==> config.mk <==
export PLATFORM = sky130hd
export DESIGN_NAME = param_updown_counter_flat
export DESIGN_NICKNAME = d
export VERILOG_FILES = /design/src/rtl/param_updown_counter_if.sv /design/src/rtl/param_updown_counter.sv /design/src/flat_wrapper.sv
export SDC_FILE = /design/constraint.sdc
export NUM_CORES = 1
export LEC_CHECK = 0
export ABC_AREA = 0
export CORE_ASPECT_RATIO = 0.8
export CORE_MARGIN = 2
export CORE_UTILIZATION = 49
export DETAILED_ROUTE_END_ITERATION = 7
export PLACE_DENSITY = 0.86
export SETUP_SLACK_MARGIN = 0.05
export SLEW_MARGIN = 40
export SYNTH_ARGS = -nofsm -noshare
export SYNTH_HDL_FRONTEND = slang
export SYNTH_SLANG_ARGS = --single-unit
==> constraint.sdc <==
create_clock -name clk -period 3.1 [get_ports clk]
set_input_delay 0.62 -clock clk [delete_from_list [all_inputs] [get_ports clk]]
set_output_delay 0.62 -clock clk [all_outputs]
set_load 0.01 [all_outputs]
==> src/rtl/param_updown_counter_if.sv <==
// Control/status bundle for param_updown_counter: master drives controls, slave owns count and flags.
interface param_updown_counter_if #(
  parameter int unsigned WIDTH = 8
) ();
  logic             en;
  logic             up_down;
  logic             load;
  logic [WIDTH-1:0] load_val;
  logic             clr_flags;
  logic [WIDTH-1:0] counter;
  logic             bound_pulse;
  logic             ovf_flag;
  logic             udf_flag;

  modport master (
    output en, up_down, load, load_val, clr_flags,
    input  counter, bound_pulse, ovf_flag, udf_flag
  );

  modport slave (
    input  en, up_down, load, load_val, clr_flags,
    output counter, bound_pulse, ovf_flag, udf_flag
  );
endinterface

==> src/rtl/param_updown_counter.sv <==
// Up/down counter over 0..MAX_VAL with configurable step, wrap or saturate at the
// limits, a one-cycle boundary pulse and sticky overflow/underflow flags.
module param_updown_counter #(
  parameter int unsigned      WIDTH    = 8,
  parameter logic [WIDTH-1:0] MAX_VAL  = {WIDTH{1'b1}},
  parameter logic [WIDTH-1:0] STEP     = WIDTH'(1),
  parameter bit               SATURATE = 1'b0
) (
  input logic                  clk,
  input logic                  reset,
  param_updown_counter_if.slave bus
);

  // One extra bit so counter+STEP and counter+MAX_VAL+1 never overflow.
  localparam int unsigned    EW       = WIDTH + 1;
  localparam logic [EW-1:0]  MAX_EXT  = {1'b0, MAX_VAL};
  localparam logic [EW-1:0]  STEP_EXT = {1'b0, STEP};
  localparam logic [EW-1:0]  MOD_EXT  = MAX_EXT + EW'(1);

  logic [EW-1:0]    cnt_ext;
  logic [EW-1:0]    sum_up;
  logic [WIDTH-1:0] cnt_nxt;
  logic             evt_up;
  logic             evt_dn;
  logic             ovf_nxt;
  logic             udf_nxt;

  // Next count and boundary events: load beats enable beats hold.
  always_comb begin
    cnt_ext = {1'b0, bus.counter};
    sum_up  = cnt_ext + STEP_EXT;
    cnt_nxt = bus.counter;
    evt_up  = 1'b0;
    evt_dn  = 1'b0;
    if (bus.load) begin
      cnt_nxt = (bus.load_val > MAX_VAL) ? MAX_VAL : bus.load_val;
    end else if (bus.en) begin
      if (bus.up_down) begin
        if (sum_up > MAX_EXT) begin
          evt_up  = 1'b1;
          cnt_nxt = SATURATE ? MAX_VAL : WIDTH'(sum_up - MOD_EXT);
        end else begin
          cnt_nxt = WIDTH'(sum_up);
        end
      end else begin
        if (cnt_ext < STEP_EXT) begin
          evt_dn  = 1'b1;
          cnt_nxt = SATURATE ? '0 : WIDTH'(cnt_ext + MOD_EXT - STEP_EXT);
        end else begin
          cnt_nxt = WIDTH'(cnt_ext - STEP_EXT);
        end
      end
    end
    // A same-cycle boundary event overrides the clear for its own flag.
    ovf_nxt = evt_up | (bus.ovf_flag & ~bus.clr_flags);
    udf_nxt = evt_dn | (bus.udf_flag & ~bus.clr_flags);
  end

  always_ff @(posedge clk or negedge reset) begin
    if (!reset) begin
      bus.counter     <= '0;
      bus.bound_pulse <= 1'b0;
      bus.ovf_flag    <= 1'b0;
      bus.udf_flag    <= 1'b0;
    end else begin
      bus.counter     <= cnt_nxt;
      bus.bound_pulse <= evt_up | evt_dn;
      bus.ovf_flag    <= ovf_nxt;
      bus.udf_flag    <= udf_nxt;
    end
  end

endmodule

==> src/flat_wrapper.sv <==
// flat-port wrapper written by rule: the top's interface ports become plain ports
module param_updown_counter_flat 
#(
  parameter int unsigned      WIDTH    = 8,
  parameter logic [WIDTH-1:0] MAX_VAL  = {WIDTH{1'b1}},
  parameter logic [WIDTH-1:0] STEP     = WIDTH'(1),
  parameter bit               SATURATE = 1'b0
)
  (clk, reset, bus_en, bus_up_down, bus_load, bus_load_val, bus_clr_flags, bus_counter, bus_bound_pulse, bus_ovf_flag, bus_udf_flag);
  param_updown_counter_if #(.WIDTH(WIDTH)) bus_i ();
  input logic clk;
  input logic reset;
  input wire logic [$bits(bus_i.en)-1:0] bus_en;
  input wire logic [$bits(bus_i.up_down)-1:0] bus_up_down;
  input wire logic [$bits(bus_i.load)-1:0] bus_load;
  input wire logic [$bits(bus_i.load_val)-1:0] bus_load_val;
  input wire logic [$bits(bus_i.clr_flags)-1:0] bus_clr_flags;
  output wire logic [$bits(bus_i.counter)-1:0] bus_counter;
  output wire logic [$bits(bus_i.bound_pulse)-1:0] bus_bound_pulse;
  output wire logic [$bits(bus_i.ovf_flag)-1:0] bus_ovf_flag;
  output wire logic [$bits(bus_i.udf_flag)-1:0] bus_udf_flag;
  assign bus_i.en = bus_en;
  assign bus_i.up_down = bus_up_down;
  assign bus_i.load = bus_load;
  assign bus_i.load_val = bus_load_val;
  assign bus_i.clr_flags = bus_clr_flags;
  assign bus_counter = bus_i.counter;
  assign bus_bound_pulse = bus_i.bound_pulse;
  assign bus_ovf_flag = bus_i.ovf_flag;
  assign bus_udf_flag = bus_i.udf_flag;
  param_updown_counter #(.WIDTH(WIDTH), .MAX_VAL(MAX_VAL), .STEP(STEP), .SATURATE(SATURATE)) u_core (.clk(clk), .reset(reset), .bus(bus_i));
endmodule
==> impl_summary.txt <==
----------------------------------------------------
[Run status]
  Result of the run ... completed

[Critical path]
  CP Capture Type ... primary output
  WP data required ... 2.48 ns
  Slowest cell delay on critical path ... 0.61 ns
  Cell depth of the worst setup path ... 1
  CP Max Fanout ... 11
  Kind of critical path ... register to primary output
  Data arrival time at the worst-slack endpoint ... 1.45 ns
  Slowest cell on the critical path ... sky130_fd_sc_hd__clkdlybuf4s50_1
  Worst-case reg-to-reg path depth ... 6
  CP Launch Type ... register
  Largest delay contributor family on the critical path ... buffers and inverters
  Buffering stage count on the worst path with inverters included ... 1
  Chain of cells forming the critical path ... clkdlybuf4s50_1

[STA]
  Final setup slack of the worst path ... 1.03 ns
  Max Fclk ... 482 MHz
  Max-slew violation count ... 0
  Fin crit period ... 2.07 ns
  Setup repair after global routing missed its margin ... no
  Relative slew slack ... 62.6%
  Final number of hold-violating endpoints ... 0
  Total negative setup slack ... 0 ns
  Share of the clock period used by the worst path after layout ... 66.9%
  Setup violators final ... 0
  Slew at the pin closest to its max-slew limit ... 0.559 ns
  Post-route clock skew ... 0.00249 ns

[Die]
  Die Span X ... 49.9 um
  Y dimension of the die ... 40.7 um
  Row count ... 13
  Effective utilization at floorplan ... 51.2%
  Top-level I/O count ... 25
  Die footprint ... 2030 um^2
  Floorplan core area ... 1610 um^2

[Final layout]
  Number of diodes ... 0
  Total Nets Final ... 140
  Non-Filler Instances ... 144
  Most common library cell in the layout ignoring fill and taps ... sky130_fd_sc_hd__clkdlybuf4s50_1
  Synth-to-Final Area Change ... 32.5%
  Layout cells sized above 1 ... 4.92%
  Most frequent cells in the layout ... sky130_fd_sc_hd__clkdlybuf4s50_1 (24), sky130_fd_sc_hd__dfrtp_1 (11), sky130_fd_sc_hd__inv_1 (9)
  FILL cells ... 141

[Power and ir drop]
  Maximum VDD drop ... 0.000241 V
  Total power density per cell area ... 387 nW/um^2
  Cell leakage power ... 0.416 nW

[GRT]
  Vias in the first global route ... 727
  Wire length of the first global-routing pass ... 3450 um
  Initial antenna violation count ... 0
  Pin count of the biggest net entering global routing ... 15
  Global-route usage over all layers ... 23.9%
  Remaining global-route overflow ... 0

[Routing]
  Via count of the routed design ... 853
  Total routed wire length on the met1 layer ... 983 um
  Met2 WL post-DR ... 966 um
  Number of violations reported at the end of detailed-routing iteration 0 ... 46
  Top metal layer carrying routed signals ... met4
  DRC viols ... 0
  Total wire length after detailed routing ... 2170 um
  Remaining number of nets flagged by the antenna check after routing ... 0
  Vias per cell ... 5.92
  Detail Route met3 WL ... 165 um
  Detailed-routing iteration count for the pre-antenna-repair pass ... 4
  Average wire per cell in the routed design ... 15.0 um

[Clocking]
  Number of clock buffers inserted by TritonCTS ... 3
  Buffer count from post-CTS setup fixing ... 0
  Clock-pin slew of the registers on the worst-case setup and hold paths ... 0.07 ns
  Number of buffers between clock root and the deepest sink ... 2
  Number of buffers inserted for hold repair after clock tree synthesis ... 0
  Clock tree from TritonCTS ... done
  Latest clock arrival within the worst-skew pair ... 0.27 ns
  Clock net sink count ... 11
  Post-cts gate resize count ... 0
  Maximum level of the CTS H-tree ... 1
  Root buffer cell ... sky130_fd_sc_hd__clkbuf_4

[Logic synthesis]
  Adder-cell share of the synthesized area ... 4.55%
  Synthesized Nets ... 116
  Sequential-to-total area share from yosys stat ... 33.4%
  Post-synth cell types ... 33
  Post-Syn Area ... 825 um^2
  Dominant combinational cell family by area after synthesis ... simple AND/OR/NAND/NOR gates
  Synth Instances ... 99
  Share of the synthesized netlist area taken by xor and xnor gates ... 9.56%
  Multiplexer share of the synthesized area ... 1.21%
  Syn avg cell area ... 8.33 um^2
  Complex-gate fraction of the synthesized area ... 19.7%
  Simple-gate portion of the synthesized area ... 24.3%
  Number of warning messages in the yosys log ... 0
  Yosys reg bits ... 11

[Job]
  Max cap viols ... 0

[Placement]
  Placer Congestion ... 0.881
  Pre-CTS WS ... 0.815 ns
  Count of buffers inserted at the top-level ports ... 24
  Detailed placement HPWL ... 1570 um
  Number of cells in the design after placement ... 140

[Worst hold path]
  Hold Path Class ... register to register
  Worst Hold Path Cells ... 1

----------------------------------------------------
-- registers in the layout, indices dropped and copies added (netlist names) --
name and cells:
u_core.bus.counter 8, u_core.bus.bound_pulse 1, u_core.bus.udf_flag 1, u_core.bus.ovf_flag 1
-- routing by layer --
| layer | global-route usage, % | vias up |
|---|---|---|
| li1 | - | 405 |
| met1 | 32.8 | 397 |
| met2 | 38.0 | 45 |
| met3 | 5.11 | 6 |
| met4 | 9.03 | 0 |
| met5 | 0 | - |
-- stage by stage --
stage | power (mW) | utilization, % | hold WS (ns) | instance area [um^2]
CTS | 0.423 | 67.8 | 0.506 | 1090
global route | 0.451 | 67.8 | 0.519 | 1090
finish | 0.423 | 67.8 | 0.497 | 1090
global placement | 0.316 | 66.2 | 0.478 | 1070
floorplan | 0.262 | - | 0.324 | 825
detailed placement | 0.322 | 66.2 | 0.487 | 1070
-- cells by family (layout without fill, tap and decap cells) --
kind of cell    Yosys count  after routing
buf+inv                  14             37
flops                    11             11
fa+ha+maj                 3              3
compound gates           25             25
mux                       1              1
simple gates             36             36
xor+xnor                  9              9
-- power by group --
| group | internal (mW) | switching [mW] |
|---|---|---|
| Combinational | 0.0715 | 0.0633 |
| Clock | 0.0498 | 0.0508 |
| Sequential | 0.156 | 0.0316 |
-- worst paths after layout --
| path | slack (ns) | endpoint | start |
|---|---|---|---|
| setup / recovery | 1.03 | bus_counter[2] | u_core.bus.counter[2] |
| hold reg to reg | 0.50 | u_core.bus.udf_flag | u_core.bus.udf_flag |
| hold / removal | 0.50 | u_core.bus.udf_flag | u_core.bus.udf_flag |
| setup reg to reg | 1.08 | u_core.bus.ovf_flag | u_core.bus.counter[0] |
| max in group asynchronous | 2.03 | u_core.bus.ovf_flag | reset |
| min in group asynchronous | 0.71 | u_core.bus.counter[6] | reset |
-- worst reg2reg max path: cells and delay by family (launching register included) --
kind            cells  cell delay (ns)
simple gates        2             0.53
flops               1             0.51
fa+ha+maj           1             0.34
compound gates      2             0.41
buf+inv             1             0.15
-- cell usage after synthesis, drive strengths merged --
library cell / count / area (um^2)
nand2: 6 / 25.0
a2bb2oi: 1 / 8.76
o2111ai: 2 / 17.5
or4b: 1 / 10.0
o211ai: 2 / 15.0
buf: 2 / 15.0
clkbuf: 3 / 11.3
nor3: 4 / 20.0
nand3: 5 / 25.0
ha: 3 / 37.5
o2bb2ai: 1 / 8.76
mux2i: 1 / 10.0
a211o: 1 / 8.76
nor2: 5 / 18.8
o21ai: 7 / 35.0
xor2: 1 / 8.76
a21oi: 8 / 40.0
nor4b: 1 / 8.76
or3: 2 / 13.8
nand3b: 1 / 7.51
nand2b: 1 / 6.26
a2111o: 1 / 11.3
inv: 9 / 33.8
dfrtp: 11 / 275
nand4: 5 / 31.3
xnor2: 8 / 70.1
o21ba: 1 / 10.0
a21o: 1 / 7.51
or4: 2 / 15.0
nor4: 3 / 18.8
-- layout make-up --
cell class              count  area [um^2]  area share, %
inverters                   9         33.8           3.09
multi-input cells          74          489           44.8
flip-flops and latches     11          275           25.2
well taps                  22         27.5           2.52
clock buffers               4         26.3           2.41
repair buffers             24          240           22.0
Power figures use the tool's default switching activity.
